$ cat src/rtl/fetch_pc_unit_pkg.sv
// fetch_pc_unit_pkg: core-wide fetch states and PC constants
package fetch_pc_unit_pkg;
  typedef enum logic [1:0] {S_FETCH, S_EXEC, S_HALT} state_t;
  localparam logic [31:0] WORD_BYTES = 32'd4;
  localparam logic [31:0] DEFAULT_RESET_PC = 32'h0000_0000;
endpackage

$ cat src/rtl/fetch_pc_unit_next_pc_sel.sv
// next_pc_sel: priority next-PC mux (halt > jump_reg > branch > +4) with alignment flag
module next_pc_sel
  import fetch_pc_unit_pkg::*;
(
  input  logic [31:0] pc,
  input  logic        halt,
  input  logic        jump_reg,
  input  logic [31:0] jump_target,
  input  logic        branch_taken,
  input  logic [31:0] branch_offset,
  output logic [31:0] next_pc,
  output logic        misaligned
);
  always_comb begin
    next_pc = halt ? pc :
              jump_reg ? jump_target :
              branch_taken ? pc + branch_offset :
              pc + WORD_BYTES;
    misaligned = |next_pc[1:0];
  end
endmodule

$ cat src/rtl/fetch_pc_unit.sv
// fetch_pc_unit: PC register, fetch req/ack sequencing, retire counter
module fetch_pc_unit
  import fetch_pc_unit_pkg::*;
#(
  parameter int          WIDTH    = 32,
  parameter logic [31:0] RESET_PC = DEFAULT_RESET_PC
) (
  input  logic             clk,
  input  logic             rst,
  output logic             imem_req,
  output logic [WIDTH-1:0] imem_addr,
  input  logic             imem_ack,
  input  logic [WIDTH-1:0] imem_rdata,
  output logic [WIDTH-1:0] instr,
  output logic             instr_valid,
  input  logic             ex_done,
  input  logic             branch_taken,
  input  logic [WIDTH-1:0] branch_offset,
  input  logic             jump_reg,
  input  logic [WIDTH-1:0] jump_target,
  input  logic             halt,
  output logic [WIDTH-1:0] pc_out,
  output logic [WIDTH-1:0] pc_plus4,
  output logic             halted,
  output logic             error,
  output logic [WIDTH-1:0] retired_count
);
  state_t      state;
  logic [31:0] pc, next_pc;
  logic        misaligned;
  next_pc_sel u_sel (
    .pc(pc), .halt(halt), .jump_reg(jump_reg), .jump_target(jump_target),
    .branch_taken(branch_taken), .branch_offset(branch_offset),
    .next_pc(next_pc), .misaligned(misaligned)
  );
  assign pc_out    = pc;
  assign imem_addr = pc;
  assign pc_plus4  = pc + WORD_BYTES;
  // an ack only counts while our request is actually on the bus
  always_ff @(posedge clk or posedge rst) begin
    if (rst) begin
      state         <= S_FETCH;
      pc            <= RESET_PC;
      instr         <= '0;
      retired_count <= '0;
      imem_req      <= 1'b0;
      instr_valid   <= 1'b0;
      halted        <= 1'b0;
      error         <= 1'b0;
    end else begin
      case (state)
        S_FETCH: begin
          if (imem_req && imem_ack) begin
            instr       <= imem_rdata;
            state       <= S_EXEC;
            imem_req    <= 1'b0;
            instr_valid <= 1'b1;
          end else begin
            imem_req <= 1'b1;
          end
        end
        S_EXEC: begin
          if (ex_done) begin
            retired_count <= retired_count + 32'd1;
            instr_valid   <= 1'b0;
            if (!misaligned) pc <= next_pc;
            if (halt || misaligned) begin
              state  <= S_HALT;
              halted <= 1'b1;
              error  <= misaligned;
            end else begin
              state    <= S_FETCH;
              imem_req <= 1'b1;
            end
          end
        end
        default: ;
      endcase
    end
  end
endmodule

$ cat config.mk
export PLATFORM = sky130hd
export DESIGN_NAME = fetch_pc_unit
export DESIGN_NICKNAME = d
export VERILOG_FILES = /design/src/rtl/fetch_pc_unit_pkg.sv /design/src/rtl/fetch_pc_unit_next_pc_sel.sv /design/src/rtl/fetch_pc_unit.sv
export SDC_FILE = /design/constraint.sdc
export NUM_CORES = 1
export LEC_CHECK = 0
export CORE_MARGIN = 1
export CORE_UTILIZATION = 48
export DETAILED_ROUTE_END_ITERATION = 6
export PLACE_DENSITY = 0.87
export SLEW_MARGIN = 25
export SYNTH_ARGS = -nofsm -noshare
export SYNTH_HDL_FRONTEND = slang
export SYNTH_SLANG_ARGS = --single-unit
export TNS_END_PERCENT = 10
$ cat constraint.sdc
create_clock -name clk -period 4.6 [get_ports clk]
set_input_delay 0.46 -clock clk [delete_from_list [all_inputs] [get_ports clk]]
set_output_delay 0.46 -clock clk [all_outputs]
set_load 0.02 [all_outputs]
==> results.rst <==
.. list-table::
   :header-rows: 1

   * - Metric
     - Value
   * - Result of the run
     - complete, no violations
   * - Initial antenna violation count
     - 1
   * - Number of flip-flops and latches in the synthesized netlist
     - 101
   * - Clock tree from TritonCTS
     - yes
   * - Final number of hold-violating endpoints
     - 0
   * - Vias in the first global route
     - between 6000 and 7000
   * - Clock sink count
     - 101
   * - Worst hold path class
     - reg2reg
   * - Maximum count of clock buffers along a single path
     - 2
   * - Max-cap viol count
     - 0
   * - Residual overflow from global routing
     - 0
   * - RSZ-0062 raised after global routing
     - no
   * - Max transition margin
     - 0.394
   * - Number of filler cells placed in the layout
     - ~1000
   * - WHS
     - 0.476 ns
   * - Synth Area per Inst
     - about 9.1 sq um
   * - Internal reg-to-reg setup slack
     - ~1.5 ns
   * - Ordered list of cells on the worst path
     - ha_1 > and3_1 > nand4_1 > nor3_1 > nand2_1 > xnor2_1 > clkdlybuf4s50_1
   * - Most common cell after layout, fill and taps aside
     - sky130_fd_sc_hd__clkdlybuf4s50_1
   * - Avg WL per Cell
     - about 18 um
   * - Post-cts hold buffer count
     - 0
   * - Worst path setup slack after routing
     - about 0.7 ns
   * - Clock transition at the register clock pins on the worst setup and hold paths after CTS
     - approximately 0.070 ns
   * - Ratio of cells with drive above 1 in the final layout
     - 0.0809
   * - Number of distinct library cell variants in the gate-level netlist after synthesis
     - a little under 70
   * - Cell Area, Placed
     - between 0.009 and 0.01 sq mm
   * - Post-synth design cell area
     - approximately 0.007 sq mm
   * - Clock tree root buffer cell
     - sky130_fd_sc_hd__clkbuf_16
   * - Primary flip-flop cell chosen by synthesis mapping
     - sky130_fd_sc_hd__dfrtp_1
   * - Async S/R FF share, synth
     - 1.00
   * - Level count of the clock H-tree
     - 3
   * - First-pass GRT wire length
     - around 33000 um
   * - Setup crit end kind
     - output port
   * - Initial DRC count
     - about 580
   * - Overall via count from detail_route
     - 6650
   * - CP Data Arrival Time
     - about 3.4 ns
   * - Floorplan die height
     - 122 um
   * - LEAKAGE
     - between 4 and 5 nW
   * - Final-report max-slew violation count
     - 0
   * - Initial DRT Pass Iterations
     - 5
   * - Area added between synthesis and finish
     - 42.1%
   * - Crit path max-delay cell type
     - sky130_fd_sc_hd__clkdlybuf4s50_1
   * - # setup viols final
     - 0
   * - Maximum cell stage delay along the critical path
     - 0.66 ns
   * - Effective utilization at floorplan
     - 0.495
   * - Die area
     - roughly 0.015 sq mm
   * - Number of synthesized flops with an enable pin
     - 0
   * - Share of the clock period used by the worst path after layout
     - 0.845
   * - Core region area
     - ~0.014 sq mm
   * - Cts repair resizes
     - 0
   * - Number of top-level pins
     - 267
   * - Worst Path Max Fanout
     - 10
   * - Vias per cell
     - about 5.7
   * - Skew final
     - 0.0156 ns
   * - Required time at the endpoint of the critical path
     - 4.14 ns
   * - Detailed-route wire length
     - 20900 um
   * - Max Clock Freq
     - about 260 MHz
   * - Gpl congestion
     - around 0.9
   * - Type of origin of the critical path
     - register
   * - Portion of the post-synthesis area used by sequential elements
     - 0.366
   * - Std-Cell Rows
     - 43
   * - Post-CTS setup buffer count
     - 0
   * - Synthesized netlist net count
     - 894
   * - Power per cell area
     - ~460 mW/mm^2
   * - Final #Nets
     - roughly 1100
   * - Yosys warnings
     - 0
   * - Worst-Margin Slew
     - around 0.91 ns
   * - Finished layout cell area
     - a little under 0.01 sq mm
   * - Antenna viol nets, final
     - 0
   * - Number of design rule violations left after detail routing
     - 0
   * - Post-layout min period
     - 3.89 ns
   * - Detailed placement HPWL
     - 15900 um
   * - Fin util
     - 0.704
   * - VDD IR max
     - roughly 0.27 mV
   * - DP Worst Slack
     - approximately 1.2 ns
   * - Number of cells produced by synthesis
     - about 760
   * - I/O Buffers
     - about 270
   * - Number of buffers created by CTS
     - 9
   * - Largest net degree at the start of global routing
     - between 70 and 80
   * - Most frequent cells in the layout
     - sky130_fd_sc_hd__clkdlybuf4s50_1 (266), sky130_fd_sc_hd__dfrtp_1 (101), sky130_fd_sc_hd__nand2_1 (81)
   * - Fin Setup TNS
     - 0 ns
   * - Global Route Usage Sum
     - 0.283
   * - Horizontal die dimension
     - 122 um
   * - Start-to-end type of the worst setup path
     - reg2out
   * - Worst-Skew Late Latency
     - approximately 0.35 ns
## path summary, 6_finish.rpt
kind | start | endpoint | cells past startpoint
worst min-delay path | retired_count[31]$_DFFE_PP0P_ | retired_count[31]$_DFFE_PP0P_ | 1
min in group asynchronous | rst | imem_addr[28]$_DFFE_PP0P_ | 2
worst min register to register | retired_count[31]$_DFFE_PP0P_ | retired_count[31]$_DFFE_PP0P_ | 1
worst max-delay path | imem_addr[2]$_DFFE_PP0P_ | pc_plus4[24] | 7
worst max register to register | imem_addr[0]$_DFFE_PP0P_ | imem_addr[30]$_DFFE_PP0P_ | 11
max in group asynchronous | rst | instr[15]$_DFFE_PP0P_ | 3
## metrics by stage
| stage | std cells | total power [W] |
|---|---|---|
| after floorplan | 757 | 0.00279 |
| after global placement | 1153 | 0.00375 |
| after detailed placement | 1153 | 0.00379 |
| after CTS | 1169 | 0.00456 |
| after global routing | 1169 | 0.00480 |
| final | 1170 | 0.00455 |
## power by group
part,internal [W],switching (W)
Sequential,0.00112,0.000263
Clock,0.000393,0.000362
Combinational,0.00118,0.00123
## kinds of logic after synthesis
family	Yosys count	synth area share
compound gates	185	0.173
xor+xnor	86	0.110
fa+ha+maj	34	0.0627
buf+inv	74	0.0591
flops	101	0.366
mux	39	0.0624
simple gates	238	0.166
## layer usage
layer / up-vias / global-route usage / part of all wire
met5: - / 0 / 0
met4: 0 / 0.105 / 0.022
met3: 44 / 0.0473 / 0.085
met2: 349 / 0.495 / 0.49
met1: 3130 / 0.348 / 0.40
li1: 3127 / - / -
## sequential cells by signal (all words and copies together), names as in the netlist
signal         cells
imem_addr         32
retired_count     32
error              1
imem_req           1
halted             1
instr             32
state              2
## final cells by class
type                    count  area [sq um]  area share
diodes                      1          2.50    0.000255
flip-flops and latches    101          2530       0.258
clock buffers              10           239      0.0244
well taps                 180           225      0.0230
multi-input cells         582          3970       0.405
inverters                  15          58.8     0.00600
repair buffers            275          2730       0.278
clock inverters             6          51.3     0.00523
## critical path, delay by kind of cell (launching register included)
kind | cells | cell delay [ns]
simple gates | 4 | 1.28
buf+inv | 1 | 0.66
flops | 1 | 0.57
fa+ha+maj | 1 | 0.30
xor+xnor | 1 | 0.27
## cells in the mapped netlist, types with 4 or more instances
| library cell | number | share of area |
|---|---|---|
| sky130_fd_sc_hd__buf_4 | 34 | 0.037 |
| sky130_fd_sc_hd__xor2_1 | 30 | 0.038 |
| sky130_fd_sc_hd__and3_1 | 19 | 0.017 |
| sky130_fd_sc_hd__a21o_1 | 9 | 0.0098 |
| sky130_fd_sc_hd__dfrtp_1 | 101 | 0.37 |
| sky130_fd_sc_hd__nor3_1 | 7 | 0.0051 |
| sky130_fd_sc_hd__a21oi_1 | 55 | 0.040 |
| sky130_fd_sc_hd__o211ai_1 | 9 | 0.0098 |
| sky130_fd_sc_hd__nand3_1 | 31 | 0.022 |
| sky130_fd_sc_hd__mux2_2 | 32 | 0.052 |
| sky130_fd_sc_hd__nand4_1 | 15 | 0.014 |
| sky130_fd_sc_hd__nor2_1 | 58 | 0.032 |
| sky130_fd_sc_hd__mux2i_1 | 7 | 0.010 |
| sky130_fd_sc_hd__inv_1 | 14 | 0.0076 |
| sky130_fd_sc_hd__ha_1 | 33 | 0.060 |
| sky130_fd_sc_hd__o21ai_0 | 42 | 0.030 |
| sky130_fd_sc_hd__and2_1 | 5 | 0.0045 |
| sky130_fd_sc_hd__clkbuf_1 | 23 | 0.013 |
| sky130_fd_sc_hd__o22ai_1 | 6 | 0.0054 |
| sky130_fd_sc_hd__o21bai_1 | 8 | 0.0087 |
| sky130_fd_sc_hd__xnor2_1 | 55 | 0.070 |
| sky130_fd_sc_hd__nand2_1 | 81 | 0.044 |
| sky130_fd_sc_hd__o21ai_1 | 4 | 0.0029 |
| sky130_fd_sc_hd__a31oi_1 | 7 | 0.0063 |
| sky130_fd_sc_hd__a211oi_1 | 11 | 0.012 |
No activity file was read; power rests on OpenSTA's default activity.
